$ cat src/rtl/fetch_stage.sv
`default_nettype none
// ============================================================================
// Module      : fetch_stage
// Description : Instruction-fetch stage. Holds the PC, selects the next PC,
//               reads imem and loads the IF/ID register; counts fetches/flushes.
// Revision    : 1.0 - initial release
// ============================================================================
module fetch_stage #(
  parameter int                 PC_W     = 32,
  parameter int                 INSTR_W  = 32,
  parameter int                 PC_STEP  = 4,
  parameter logic [PC_W-1:0]    RESET_PC = '0,
  parameter logic [INSTR_W-1:0] NOP      = '0,
  parameter int                 CNT_W    = 32
) (
  input  logic               clk,
  input  logic               reset,
  input  logic               stall,
  input  logic [1:0]         pc_src,
  input  logic               kill,
  input  logic [PC_W-1:0]    branch_target,
  input  logic [PC_W-1:0]    jr_target,
  input  logic [PC_W-1:0]    jump_target,
  input  logic               halt_req,
  output logic [PC_W-1:0]    imem_addr,
  input  logic [INSTR_W-1:0] imem_rdata,
  output logic [PC_W-1:0]    pc,
  output logic [INSTR_W-1:0] ifid_instr,
  output logic [PC_W-1:0]    ifid_pc,
  output logic [PC_W-1:0]    ifid_pc_next,
  output logic               ifid_valid,
  output logic               halted,
  output logic [CNT_W-1:0]   fetch_count,
  output logic [CNT_W-1:0]   kill_count
);

  localparam logic [1:0] ST_BOOT   = 2'd0;
  localparam logic [1:0] ST_RUN    = 2'd1;
  localparam logic [1:0] ST_HALTED = 2'd2;

  logic [1:0]         r_state;
  logic [PC_W-1:0]    r_pc;
  logic [INSTR_W-1:0] r_ifid_instr;
  logic [PC_W-1:0]    r_ifid_pc;
  logic [PC_W-1:0]    r_ifid_pc_next;
  logic               r_ifid_valid;
  logic [CNT_W-1:0]   r_fetch_count;
  logic [CNT_W-1:0]   r_kill_count;

  logic [PC_W-1:0]    w_pc_inc;
  logic [PC_W-1:0]    w_target;

  // Increment wraps modulo 2^PC_W by construction.
  assign w_pc_inc = r_pc + PC_W'(PC_STEP);

  always_comb begin
    w_target = w_pc_inc;
    case (pc_src)
      2'b01:   w_target = branch_target;
      2'b10:   w_target = jr_target;
      2'b11:   w_target = jump_target;
      default: w_target = w_pc_inc;
    endcase
  end

  always_ff @(posedge clk) begin
    if (reset) begin
      r_state        <= ST_BOOT;
      r_pc           <= RESET_PC;
      r_ifid_instr   <= NOP;
      r_ifid_pc      <= '0;
      r_ifid_pc_next <= '0;
      r_ifid_valid   <= 1'b0;
      r_fetch_count  <= '0;
      r_kill_count   <= '0;
    end else begin
      case (r_state)
        ST_BOOT: r_state <= ST_RUN;
        ST_RUN: begin
          // Kill outranks halt: a HALT seen on the wrong path must not stop fetch.
          if (kill) begin
            r_pc         <= w_target;
            r_ifid_instr <= NOP;
            r_ifid_valid <= 1'b0;
            if (r_kill_count != '1) r_kill_count <= r_kill_count + 1'b1;
          end else if (halt_req) begin
            r_state      <= ST_HALTED;
            r_ifid_instr <= NOP;
            r_ifid_valid <= 1'b0;
          end else if (!stall) begin
            r_ifid_instr   <= imem_rdata;
            r_ifid_pc      <= r_pc;
            r_ifid_pc_next <= w_pc_inc;
            r_ifid_valid   <= 1'b1;
            r_pc           <= w_target;
            if (r_fetch_count != '1) r_fetch_count <= r_fetch_count + 1'b1;
          end
        end
        default: r_state <= r_state;
      endcase
    end
  end

  assign imem_addr    = r_pc;
  assign pc           = r_pc;
  assign ifid_instr   = r_ifid_instr;
  assign ifid_pc      = r_ifid_pc;
  assign ifid_pc_next = r_ifid_pc_next;
  assign ifid_valid   = r_ifid_valid;
  assign halted       = (r_state == ST_HALTED);
  assign fetch_count  = r_fetch_count;
  assign kill_count   = r_kill_count;

endmodule
`default_nettype wire
$ cat config.mk
export PLATFORM = sky130hd
export DESIGN_NAME = fetch_stage
export DESIGN_NICKNAME = d
export VERILOG_FILES = /design/src/rtl/fetch_stage.sv
export SDC_FILE = /design/constraint.sdc
export NUM_CORES = 1
export LEC_CHECK = 0
export ABC_AREA = 1
export CORE_MARGIN = 5
export CORE_UTILIZATION = 48
export CTS_CLUSTER_SIZE = 28
export DETAILED_ROUTE_END_ITERATION = 10
export DONT_BUFFER_PORTS = 1
export PLACE_DENSITY_LB_ADDON = 0.12
export SLEW_MARGIN = 20
export SYNTH_ARGS = -nofsm -noshare
export SYNTH_HDL_FRONTEND = slang
export SYNTH_SLANG_ARGS = --single-unit
$ cat constraint.sdc
create_clock -name clk -period 1.6 [get_ports clk]
set_input_delay 0.32 -clock clk [delete_from_list [all_inputs] [get_ports clk]]
set_output_delay 0.32 -clock clk [all_outputs]
set_load 0.01 [all_outputs]
Word level (Yosys, flattened, before mapping):

Cells that the tools add are included.
Widths: inputs -> output; s select.

* register bits: 195
* output and inout port bits: 226
* bits of input ports: 135
* bits in writable memories: 0
* ROM bits: 0
* latch bits: 0
* memories: 0

* $lt $le $gt $ge: 0
* reductions and logical operators: 8
* muxes and demuxes: 13
* $add $sub $neg: 3
* div/mod/pow operators: 0
* eq/ne operators: 12
* multiply operators: 0
* shift operators: 0
* bitwise logic cells: 3

Operators by type and width (number)
* $mux 32: 6
* $pmux 32 s3: 1
* $add 32x1->32 const B: 2
* $ne 32x32->1 const B: 2
* $add 32x3->32 const B: 1
* $reduce_and 3->1: 3
* $eq 2x2->1 const B: 3
* $ne 2x2->1 const B: 3
* $reduce_and 5->1: 1
* $eq 2x1->1 const B: 2
* $mux 2: 2
* $pmux 2 s2: 1
* $reduce_and 4->1: 1
* $mux 1: 3
* $ne 3x1->1 const B: 1
* $not 1->1: 3
* $logic_not 2->1: 1
* $ne 2x1->1 const B: 1
* $reduce_and 2->1: 1
* $reduce_bool 2->1: 1

Longest topological paths before layout:

* depth after elaboration: 5
* mapped depth: 11

Least setup slack after synthesis:

Ideal clock, no wire load.

* kind: register to register
* from: register r_fetch_count[1], in the netlist fetch_count[1]
* to: register r_fetch_count[1], in the netlist fetch_count[1]
* arrival time: 1713 ps
* stages on the path, launching flop included: 12
* slack: -229 ps
* clock period less this slack: 1829 ps
* required time: 1484 ps
* cell sequence: dfxtp_1 > ha_1 > inv_1 > nor2_4 > nand2_4 > nor2_4 > nand3_4 > nand2_8 > inv_4 > buf_6 > nor2_1 > nor2_1

* word-level cells in the longest chain between the ends: 2

RTL lines
* from (decl): RTL line 47 `logic [CNT_W-1:0] r_fetch_count;`
* from (signal assigned): RTL line 96 `if (r_fetch_count != '1) r_fetch_count <= r_fetch_count + 1'b1;`
* branches (longest 2 deep; another with $add 32x1->32)

Several ways; the timed one is not identified.
A chain may end at the register's enable or synchronous reset.

Final worst setup path:

* from: register r_fetch_count[0], in the netlist fetch_count[0]
* to: register r_fetch_count[7], in the netlist fetch_count[7]

The elaborated chain is that of the path after synthesis.

==> results_dict.tcl <==
set metrics [dict create \
    skew_ns 0.02020 \
    synth-seq-area-share 0.3607 \
    power_frac_clock 0.417 \
    min_path_type "in -> reg" \
    timing.fmax_ghz 0.6059 \
    wirelength_um 37640 \
    floorplan.initialDensity 0.4893 \
    antenna_cells 0 \
    worstHoldPathCells 1 \
    clockBufferDepth 2 \
    die_h_um 159.4 \
    ys_types 36 \
    critical_path_class "reg -> reg" \
    nets 1943 \
    grt_max_degree 132 \
    ff_latch_area_um2 3923 \
    reg2regPathDepth 10 \
    cp.required_ns 1.98 \
    finalMaxSlewViolations 0 \
    worstReg2RegStart "fetch_count[0]" \
    min_from "reset" \
    switchingPower_mw 3.355 \
    dr.pass1.iters 5 \
    synth_top_area_frac 0.3607 \
    track_usage 0.2632 \
    sw_frac_of_total 0.3052 \
    hpwlAfterDp_um 26960 \
    yosysWarnings 0 \
    num_vias 11250 \
    die_x_um 159.4 \
    area_growth_pct 29.56 \
    arrival_ns 2.03 \
    num_io_pins 361 \
    finalHoldViolations 31 \
    setup_viol 30 \
    wire_per_inst_um 17.94 \
    synth_area_leaders "dfxtp_1, nand2_1, nor2_1, a21oi_1, inv_1" \
    antenna_found_initial 0 \
    holdBufCountCts 1 \
    fin_area_um2 13880 \
    synth_cells 1684 \
    dp_cells 2032 \
    critPathMaxFanout 7 \
    synth.cell_area_um2 10710 \
    cts.sinks 193 \
    tns_ns -0.5309 \
    final_layout_size_suffix_gt1_frac 0.2657 \
    r2r_end "fetch_count[7]" \
    setup_slack_ns -0.05036 \
    powerDensity_nw_per_um2 792.1 \
    drtAntennaViolNets 0 \
    drtIter0Drc 784 \
    cts_tree "built" \
    path_clk_slew_ns 0.08 \
    p_int_mw 7.636 \
    run_status "finished, violations left" \
    io_buffers 0 \
    peakVddDrop_mv 0.5840 \
    place_area_um2 11940 \
    finalPower_mw 10.99 \
    p_leak_nw 5.703 \
    hold_path_end "fetch_count[7]" \
    die-area_um2 25400 \
    yosysTopAreaCell "dfxtp_1" \
    maxSlewHeadroom 0.7544 \
    p_seq_frac 0.466 \
    vias_per_cell 5.364 \
    rsz0062_at_grt "yes" \
    drc 0 \
    core_um2 21890 \
    stdcell_count 2098 \
    grt_first_pass_wirelength_um 55030 \
    num-fill-cells 2003 \
    start_kind "flop" \
    yosys_register_bits 193 \
    synth.avg_cell_area_um2 6.360 \
    crit_path_end_kind "flop" \
    fin_hold_ws_ns -0.05848 \
    clk_latency_ns 0.45 \
    gp_congestion 0.9526 \
    reg2reg_slack_ns -0.05 \
    multi_input_area_um2 6568 \
    cts.root.buffer_cell "clkbuf_16" \
    period_needed_ns 1.650 \
    tightest_slew_ns 0.3679 \
    h-tree-depth 4 \
    synthesis.nets 1822 \
    pwr-share-comb 0.117 \
    first_global_vias 10050 \
    period_share 1.031 \
    std_cell_rows 54 \
    maxCapViolations 0 \
    violations "negative hold slack, negative setup slack" \
    cts_inserted_buffers 17 \
    cp-startpoint "fetch_count[0]" \
    overflow 0 \
]
synthesized netlist by cell type:
cell	instances
dfxtp_1	193
a21o_1	4
and2_1	2
a21oi_2	3
xor2_1	22
nand2_8	1
a31oi_1	1
and3_1	2
o21ai_0	76
nand2_2	4
nor2_4	4
nand3_1	84
nor3_1	5
nand4_1	18
o21ai_1	1
buf_2	20
nor2_2	5
o2111ai_1	1
inv_2	5
o211ai_1	6
buf_6	11
nand3b_1	28
inv_4	2
nand2_1	590
buf_1	2
nand3_4	2
a21oi_4	1
xnor2_1	19
nor2_1	256
nor2_8	3
buf_4	36
a21oi_1	124
nand2_4	4
ha_1	3
clkbuf_1	32
inv_1	114
worst max-delay path, cell delays in order, from the launching register on:
cell       delay, ns
dfxtp_4         0.41
ha_4            0.17
inv_4           0.04
nor2_4          0.13
nand2_4         0.07
nor2_4          0.11
nand3_4         0.13
nand2_8         0.16
clkbuf_16       0.19
nand2_2         0.05
a21oi_2         0.12
logic make-up (layout without fill, tap and decap cells):
group | after synthesis | in the layout | share of synthesized area
AO/OA/AOI/OAI | 217 | 217 | 0.1063
AND/OR/NAND/NOR | 1008 | 1010 | 0.3950
flip-flops | 193 | 193 | 0.3607
adder cells (fa/ha/maj) | 3 | 3 | 0.003505
buffers and inverters | 222 | 354 | 0.1009
XOR/XNOR | 41 | 41 | 0.03353
flip-flops by register name, indices dropped and copies added (netlist names):
name / cells
ifid_valid: 1
ifid_pc_next: 30
r_state: 2
imem_addr: 32
ifid_pc: 32
fetch_count: 32
kill_count: 32
ifid_instr: 32
layout make-up:
type / instances / area share
Timing Repair Buffer: 199 / 0.1371
Multi-Input combinational cell: 1271 / 0.4733
Timing Repair inverter: 2 / 0.001443
Tap cell: 280 / 0.02525
Clock buffer: 17 / 0.03066
Inverter: 121 / 0.03436
Sequential cell: 193 / 0.2827
Clock inverter: 15 / 0.01524
metal layers:
metal  track usage  routed length (um)  vias up
li1              -                   -     5540
met1        0.3220               15130     5259
met2        0.4513               18780      392
met3       0.08103                2963       62
met4       0.06786                 773        0
met5             0                   0        -
metrics by stage:
stage	setup slack [ns]	utilization
2_1_floorplan	-0.01197	-
3_3_place_gp	0.01976	0.5455
3_5_place_dp	-0.05029	0.5455
4_1_cts	-0.02155	0.5792
5_1_grt	-0.1256	0.6339
6_report	-0.05036	0.6339
how the worst max path moves through the flow:
stage	slack (ns)	cells after the start	end
floorplan	-0.01	11	fetch_count[1]
global placement	0.02	10	ifid_pc_next[15]
detailed placement	-0.05	10	ifid_pc_next[22]
CTS	-0.02	10	ifid_pc_next[28]
global route	-0.13	10	kill_count[9]
finish	-0.05	10	fetch_count[7]
cell usage in the layout (no fill, tap or decap), types with 34 or more instances in the layout:
master   synthesis  routed
nand2_1        590     526
nor2_1         256     217
buf_4           36     165
dfxtp_1        193     158
inv_1          114     107
nand3_1         84      79
a21oi_1        124      75
o21ai_0         76      63
a21oi_2          3      52
nand2_2          4      40
nor2_2           5      34
timing repair:
item | CTS | global route
cloned | 1 | 14
gates resized for setup | 11 | 246
endpoints found under the hold margin | 110 | 109
buffers inserted | 3 | 15
pin swaps | 3 | 57
setup endpoints to repair | 33 | 144
power groups by stage:
| stage | sequential (mW) | clock, mW | combinational [mW] |
|---|---|---|---|
| after detailed placement | 5.22 | 0 | 1.08 |
| final | 5.12 | 4.59 | 1.29 |
| after floorplan | 5.22 | 0 | 0.749 |
| after global routing | 5.14 | 4.88 | 1.40 |
| after CTS | 5.11 | 4.64 | 1.10 |
| after global placement | 5.22 | 0 | 1.07 |
No activity file was read; power rests on OpenSTA's default activity.
